`src/rtl/hartslag_meter.sv`:
```
// -----------------------------------------------------------------------------
// hartslag_meter
//   Heartbeat-interval meter. Counts clocks between accepted rising edges of an
//   asynchronous beat pulse, rejects edges inside a refractory window, detects
//   signal loss by timeout, and publishes a scaled, saturated interval on an
//   update strobe.
//
//   Optional feature macro: HARTSLAG_AVG_EN
//     defined   -> moving average over 2^AVG_LOG2 intervals (one extra clock
//                  of latency, ring prefilled by the first interval after IDLE)
//     undefined -> freq follows the latest interval only
//
// Ports:
//   clk           in   system clock, rising edge
//   reset         in   asynchronous, active-high reset
//   ingang        in   raw beat pulse, asynchronous to clk
//   update_en     in   one-cycle publish strobe
//   uitvoer       out  published scaled interval [OUT_W-1:0]
//   geldig        out  published value is valid
//   beat_strobe   out  one-cycle pulse per accepted (or arming) beat
//   afgewezen     out  one-cycle pulse per rejected edge
//   timeout_flag  out  one-cycle pulse on signal loss
// -----------------------------------------------------------------------------
module hartslag_meter #(
    parameter int CNT_W    = 25,
    parameter int OUT_W    = 6,
    parameter int SHIFT    = 18,
    parameter int MIN_INT  = 4096,
    parameter int TIMEOUT  = 1 << 24,
    parameter int AVG_LOG2 = 2
) (
    input  logic             clk,
    input  logic             reset,
    input  logic             ingang,
    input  logic             update_en,
    output logic [OUT_W-1:0] uitvoer,
    output logic             geldig,
    output logic             beat_strobe,
    output logic             afgewezen,
    output logic             timeout_flag
);

    typedef enum logic [1:0] {IDLE, ARMED, TRACK} state_t;

    localparam logic [CNT_W-1:0] MIN_C   = CNT_W'(MIN_INT);
    localparam logic [CNT_W-1:0] TO_LAST = CNT_W'(TIMEOUT - 1);
    localparam logic [CNT_W-1:0] CNT_MAX = '1;

    // Elaboration-time guard against inconsistent parameter sets.
    if (SHIFT + OUT_W > CNT_W || TIMEOUT <= MIN_INT ||
        TIMEOUT > (2 ** CNT_W) - 1 || AVG_LOG2 < 1) begin : g_bad_params
        $error("hartslag_meter: inconsistent parameters");
    end

    logic             sync1, sync2, sync3;
    logic             edge_det;
    state_t           state;
    logic [CNT_W-1:0] cnt;
    logic [CNT_W-1:0] intv;
    logic             intv_vld;
    logic [OUT_W-1:0] freq;
    logic             fresh;
    logic             arm, accept, reject, timeout_hit;
    logic             new_vld;
    logic [CNT_W-1:0] new_val;

    // Two synchroniser stages plus one history stage for edge detection.
    always_ff @(posedge clk or posedge reset) begin
        if (reset) begin
            sync1 <= 1'b0;
            sync2 <= 1'b0;
            sync3 <= 1'b0;
        end else begin
            // NOTE: non-blocking assignments keep this a true 3-stage shift
            // chain; blocking ones would collapse it into a single flop.
            sync1 <= ingang;
            sync2 <= sync1;
            sync3 <= sync2;
        end
    end

    assign edge_det = sync2 & ~sync3;

    // Event decode. An edge always takes priority over the timeout, so an edge
    // landing exactly on cnt == TIMEOUT-1 is accepted rather than lost.
    always_comb begin
        // NOTE: every output gets a default first so no path infers a latch.
        arm         = 1'b0;
        accept      = 1'b0;
        reject      = 1'b0;
        timeout_hit = 1'b0;
        if (state == IDLE) begin
            arm = edge_det;
        end else if (edge_det) begin
            accept = (cnt >= MIN_C);
            reject = (cnt <  MIN_C);
        end else begin
            timeout_hit = (cnt == TO_LAST);
        end
    end

    // Beat FSM with interval counter and registered strobes.
    always_ff @(posedge clk or posedge reset) begin
        if (reset) begin
            state        <= IDLE;
            cnt          <= '0;
            intv         <= '0;
            intv_vld     <= 1'b0;
            beat_strobe  <= 1'b0;
            afgewezen    <= 1'b0;
            timeout_flag <= 1'b0;
        end else begin
            beat_strobe  <= arm | accept;
            afgewezen    <= reject;
            timeout_flag <= timeout_hit;
            intv_vld     <= accept;
            case (state)
                IDLE: begin
                    cnt <= '0;
                    if (arm) state <= ARMED;
                end
                default: begin
                    if (accept) begin
                        intv  <= cnt;
                        cnt   <= '0;
                        state <= TRACK;
                    end else if (timeout_hit) begin
                        cnt   <= '0;
                        state <= IDLE;
                    end else if (cnt != CNT_MAX) begin
                        cnt <= cnt + CNT_W'(1);
                    end
                end
            endcase
        end
    end

    // Map an interval onto the output window, saturating on overflow.
    function automatic logic [OUT_W-1:0] scale(input logic [CNT_W-1:0] v);
        logic [CNT_W-1:0] hi;
        hi = v >> (SHIFT + OUT_W);
        if (hi != '0) return '1;
        return v[SHIFT +: OUT_W];
    endfunction

`ifdef HARTSLAG_AVG_EN
    localparam int DEPTH = 1 << AVG_LOG2;
    localparam int SUM_W = CNT_W + AVG_LOG2;

    logic [CNT_W-1:0]    ring [DEPTH];
    logic [AVG_LOG2-1:0] ptr;
    logic [SUM_W-1:0]    sum;
    logic                hist_empty;
    logic                avg_vld;

    // Running sum over the ring; ptr always addresses the oldest entry.
    always_ff @(posedge clk or posedge reset) begin
        if (reset) begin
            // NOTE: the ring is explicitly cleared because its contents feed
            // the running sum; an unreset history would corrupt the average.
            for (int i = 0; i < DEPTH; i++) ring[i] <= '0;
            ptr        <= '0;
            sum        <= '0;
            hist_empty <= 1'b1;
            avg_vld    <= 1'b0;
        end else begin
            avg_vld <= intv_vld & ~timeout_hit;
            if (timeout_hit) begin
                for (int i = 0; i < DEPTH; i++) ring[i] <= '0;
                ptr        <= '0;
                sum        <= '0;
                hist_empty <= 1'b1;
            end else if (intv_vld) begin
                if (hist_empty) begin
                    // First interval after IDLE fills every slot: no warm-up.
                    for (int i = 0; i < DEPTH; i++) ring[i] <= intv;
                    sum        <= SUM_W'(intv) << AVG_LOG2;
                    ptr        <= '0;
                    hist_empty <= 1'b0;
                end else begin
                    ring[ptr] <= intv;
                    sum       <= sum - SUM_W'(ring[ptr]) + SUM_W'(intv);
                    ptr       <= ptr + AVG_LOG2'(1);
                end
            end
        end
    end

    assign new_vld = avg_vld;
    assign new_val = sum[SUM_W-1:AVG_LOG2];
`else
    assign new_vld = intv_vld;
    assign new_val = intv;
`endif

    // freq register and publish stage. Publishing samples the pre-update
    // freq when update_en coincides with a freq load.
    always_ff @(posedge clk or posedge reset) begin
        if (reset) begin
            freq    <= '0;
            fresh   <= 1'b0;
            uitvoer <= '0;
            geldig  <= 1'b0;
        end else begin
            if (update_en) begin
                uitvoer <= freq;
                geldig  <= (state == TRACK) && fresh;
            end
            if (timeout_hit) begin
                freq  <= '0;
                fresh <= 1'b0;
            end else if (new_vld) begin
                freq  <= scale(new_val);
                fresh <= 1'b1;
            end
        end
    end

endmodule
```
`config.mk`:
```
export PLATFORM = sky130hd
export DESIGN_NAME = hartslag_meter
export DESIGN_NICKNAME = d
export VERILOG_FILES = /design/src/rtl/hartslag_meter.sv
export SDC_FILE = /design/constraint.sdc
export NUM_CORES = 1
export LEC_CHECK = 0
export CAP_MARGIN = 20
export CORE_ASPECT_RATIO = 0.9
export CORE_MARGIN = 1
export CORE_UTILIZATION = 57
export CTS_CLUSTER_DIAMETER = 100
export DETAILED_ROUTE_END_ITERATION = 8
export HOLD_SLACK_MARGIN = 0.05
export PLACE_DENSITY = 0.81
export SETUP_SLACK_MARGIN = 0.3
export SLEW_MARGIN = 20
export SYNTH_ARGS = -nofsm -noshare
export SYNTH_HDL_FRONTEND = slang
export SYNTH_SLANG_ARGS = --single-unit
```
`constraint.sdc`:
```
create_clock -name clk -period 3.4 [get_ports clk]
set_input_delay 0.51 -clock clk [delete_from_list [all_inputs] [get_ports clk]]
set_output_delay 0.51 -clock clk [all_outputs]
set_load 0.01 [all_outputs]
```
==> summary.md <==
| Metric | Value |
|---|---|
| Num rows | 22 |
| Minimum clock period after layout | 2.46 ns |
| Combinational share of power | 9.7% |
| Antenna diodes | 0 |
| I/O pin cnt | 14 |
| FF-to-FF path depth | 6 |
| Largest net degree at the start of global routing | 56 |
| GR Util met2 | 31.4% |
| GRT Total Usage | 22.9% |
| Worst skew pair latency | 0.31 ns |
| # hold bufs at CTS | 0 |
| GP Congestion | 0.792 |
| IO buf count | 13 |
| Post-synth EDFFs | 0 |
| P&R area growth vs syn | 9.41% |
| Post-DP HPWL | 3190 um |
| Sequential cell area | 0.00138 mm^2 |
| DRT iter0 DRCs | 120 |
| Period utilization | 72.3% |
| Multi-input combinational cell area | 0.00110 mm^2 |
| Crit end category | register |
| Synthesized net count | 256 |
| Drc violations | 0 |
| Via Count | 1866 |
| Pwr Density | 424 mW/mm^2 |
| Max clock buf depth | 2 |
| Post-synth ARST share | 100% |
| Net switching fraction of the power | 26.2% |
| GRT overflow | 0 |
| Initial DRT Pass Iterations | 4 |
| CTS tree | done |
| Hold path start | sync1 |
| GRT busiest layer | met1 |
| Arr. time, crit path | 2.64 ns |
| DR vias/cell | 5.81 |
| Die Y-Extent | 65.6 um |
| Reg2reg start | cnt[0] |
| Maxcap violations | 0 |
| Antenna-violating nets left | 0 |
| Share of cells above drive strength 1 | 11.9% |
| Net Sw Power | 0.312 mW |
| Hold Slack | 0.363 ns |
| Core ar. | 0.00418 mm^2 |
| DRT Wirelength | 4700 um |
| Num CTS Buffers | 5 |
| Mapped cell area | 0.00256 mm^2 |
| Worst-path clk slew | 0.09 ns |
| Clock share of power | 29.0% |
| Number of nets in the layout | 267 |
| H-tree Lvls | 2 |
| GR Util met3 | 6.75% |
| Initial Util | 61.3% |
| Slew Limit Fails | 0 |
| Internal power | 0.877 mW |
| Fin. Hold Viols | 0 |
| Commonest non-fill, non-tap cell in the layout | dfrtp_1 |
| Critical Path Start | cnt[0] |
| Peak supply drop | 0.338 mV |
| # fillers | 351 |
| Endpoints failing setup | 0 |
| Worst slew pin tran | 0.811 ns |
| Root buffer cell | clkbuf_8 |
| First-pass GRT wire length | 8190 um |
| Commonest non-fill, non-tap cells in the layout | dfrtp_1, nand2_1, a21oi_1, nor2_1, clkdlybuf4s50_1 |
| Number of global-route vias before repair | 1689 |
| Max frequency | 407 MHz |
| Count of cell types in the netlist | 38 |
| YS warnings | 0 |
| Clk_skew | 0.00952 ns |
| Min-Delay Path Class | register to register |
| DR WL/cell | 14.6 um |
| Part of the Yosys area used for sequential elements | 53.7% |
| Cells after Synth | 250 |
| Leak | 1.23 nW |
| Antenna violations before repair | 0 |
| Fin Setup TNS | 0 ns |
| Sequential Power Share | 61.3% |
| Status | completed |
| Clock sinks | 55 |
| Hold path depth | 0 |
| GR Util met1 | 35.5% |
| Startpoint types | register |
| Critical path required time | 3.58 ns |
| Die span in x | 72.7 um |
| Mean Syn Cell Area | 10.3 um^2 |
| RSZ-0062 raised after global routing | no |
| CP max FO | 14 |
| Slew headroom | 45.8% |
| #FFs+latches synth | 55 |
| Primary FF master, synth | dfrtp_1 |
| Die area | 0.00477 mm^2 |
| Post-cts sizing count | 0 |
| Post-CTS Setup Inserts | 0 |
| Setup Crit Path Kind | register to register |
-- kinds of logic after synthesis --
group                    after synthesis  share of synthesized area (%)
AND/OR/NAND/NOR                       99                           20.8
flip-flops                            55                           53.7
AO/OA/AOI/OAI                         48                           10.4
buffers and inverters                 18                           3.41
XOR/XNOR                              16                           5.46
multiplexers                          12                           5.27
adder cells (fa/ha/maj)                2                          0.975
-- synth_stat cells, drive strengths merged, types with 5 or more instances --
library cell	n	area share [%]
inv	7	1.0
a21oi	23	4.5
nand2	26	3.8
xnor2	10	3.4
buf	6	1.7
xor2	6	2.0
nor4	9	2.9
o21ai	16	3.1
nand3	10	2.1
nor3	9	2.0
dfrtp	55	54
mux2	12	5.3
nand4	5	1.5
clkbuf	5	0.73
nor2	21	3.1
-- power by group through the flow --
stage	logic [mW]	clock network (mW)	registers, mW
2_1_floorplan	0.0912	0	0.732
3_3_place_gp	0.114	0	0.736
3_5_place_dp	0.115	0	0.741
4_1_cts	0.117	0.352	0.727
5_1_grt	0.134	0.377	0.735
6_report	0.116	0.345	0.728
-- worst paths after layout --
kind / end / slack [ns]
setup / recovery: freq[0] / 0.94
hold / removal: sync2 / 0.36
setup reg to reg: freq[0] / 0.94
hold reg to reg: sync2 / 0.36
max in group asynchronous: beat_strobe / 2.29
min in group asynchronous: uitvoer[5] / 0.68
-- final cells by class --
class	count	area share (%)
Timing Repair Buffer	15	5.17
Clock inverter	2	0.490
Clock buffer	5	2.45
Tap cell	60	2.67
Sequential cell	55	49.0
Inverter	7	0.936
Multi-Input combinational cell	177	39.2
-- through the flow --
step	util, %	power (mW)	setup slack, ns	instances	instance area (um^2)
4_1_cts	67.1	1.20	0.989	321	2810
2_1_floorplan	-	0.823	1.55	250	2560
5_1_grt	67.1	1.25	0.711	321	2810
3_5_place_dp	65.1	0.856	1.05	314	2720
6_report	67.1	1.19	0.942	321	2810
3_3_place_gp	65.1	0.849	1.14	314	2720
-- layer usage --
metal / part of all wire (%) / vias up
met5: 0 / -
met2: 44 / 46
met3: 4.1 / 6
li1: - / 898
met1: 51 / 916
met4: 0.79 / 0
-- flip-flops by register name, summed over array words and instances (netlist names) --
| register | count |
|---|---|
| geldig | 1 |
| intv | 7 |
| uitvoer | 6 |
| sync1 | 1 |
| intv_vld | 1 |
| afgewezen | 1 |
| cnt | 25 |
| sync2 | 1 |
| sync3 | 1 |
| beat_strobe | 1 |
| freq | 6 |
| timeout_flag | 1 |
| state | 2 |
| fresh | 1 |
-- worst max-delay path, stage by stage, from the launching register on --
cell and delay [ns]:
dfrtp_1 0.46, ha_1 0.25, nand4_1 0.15, nor3_1 0.29
nand4_1 0.54, nor3_2 0.54, nor2_1 0.11
No activity file was read; power rests on OpenSTA's default activity.
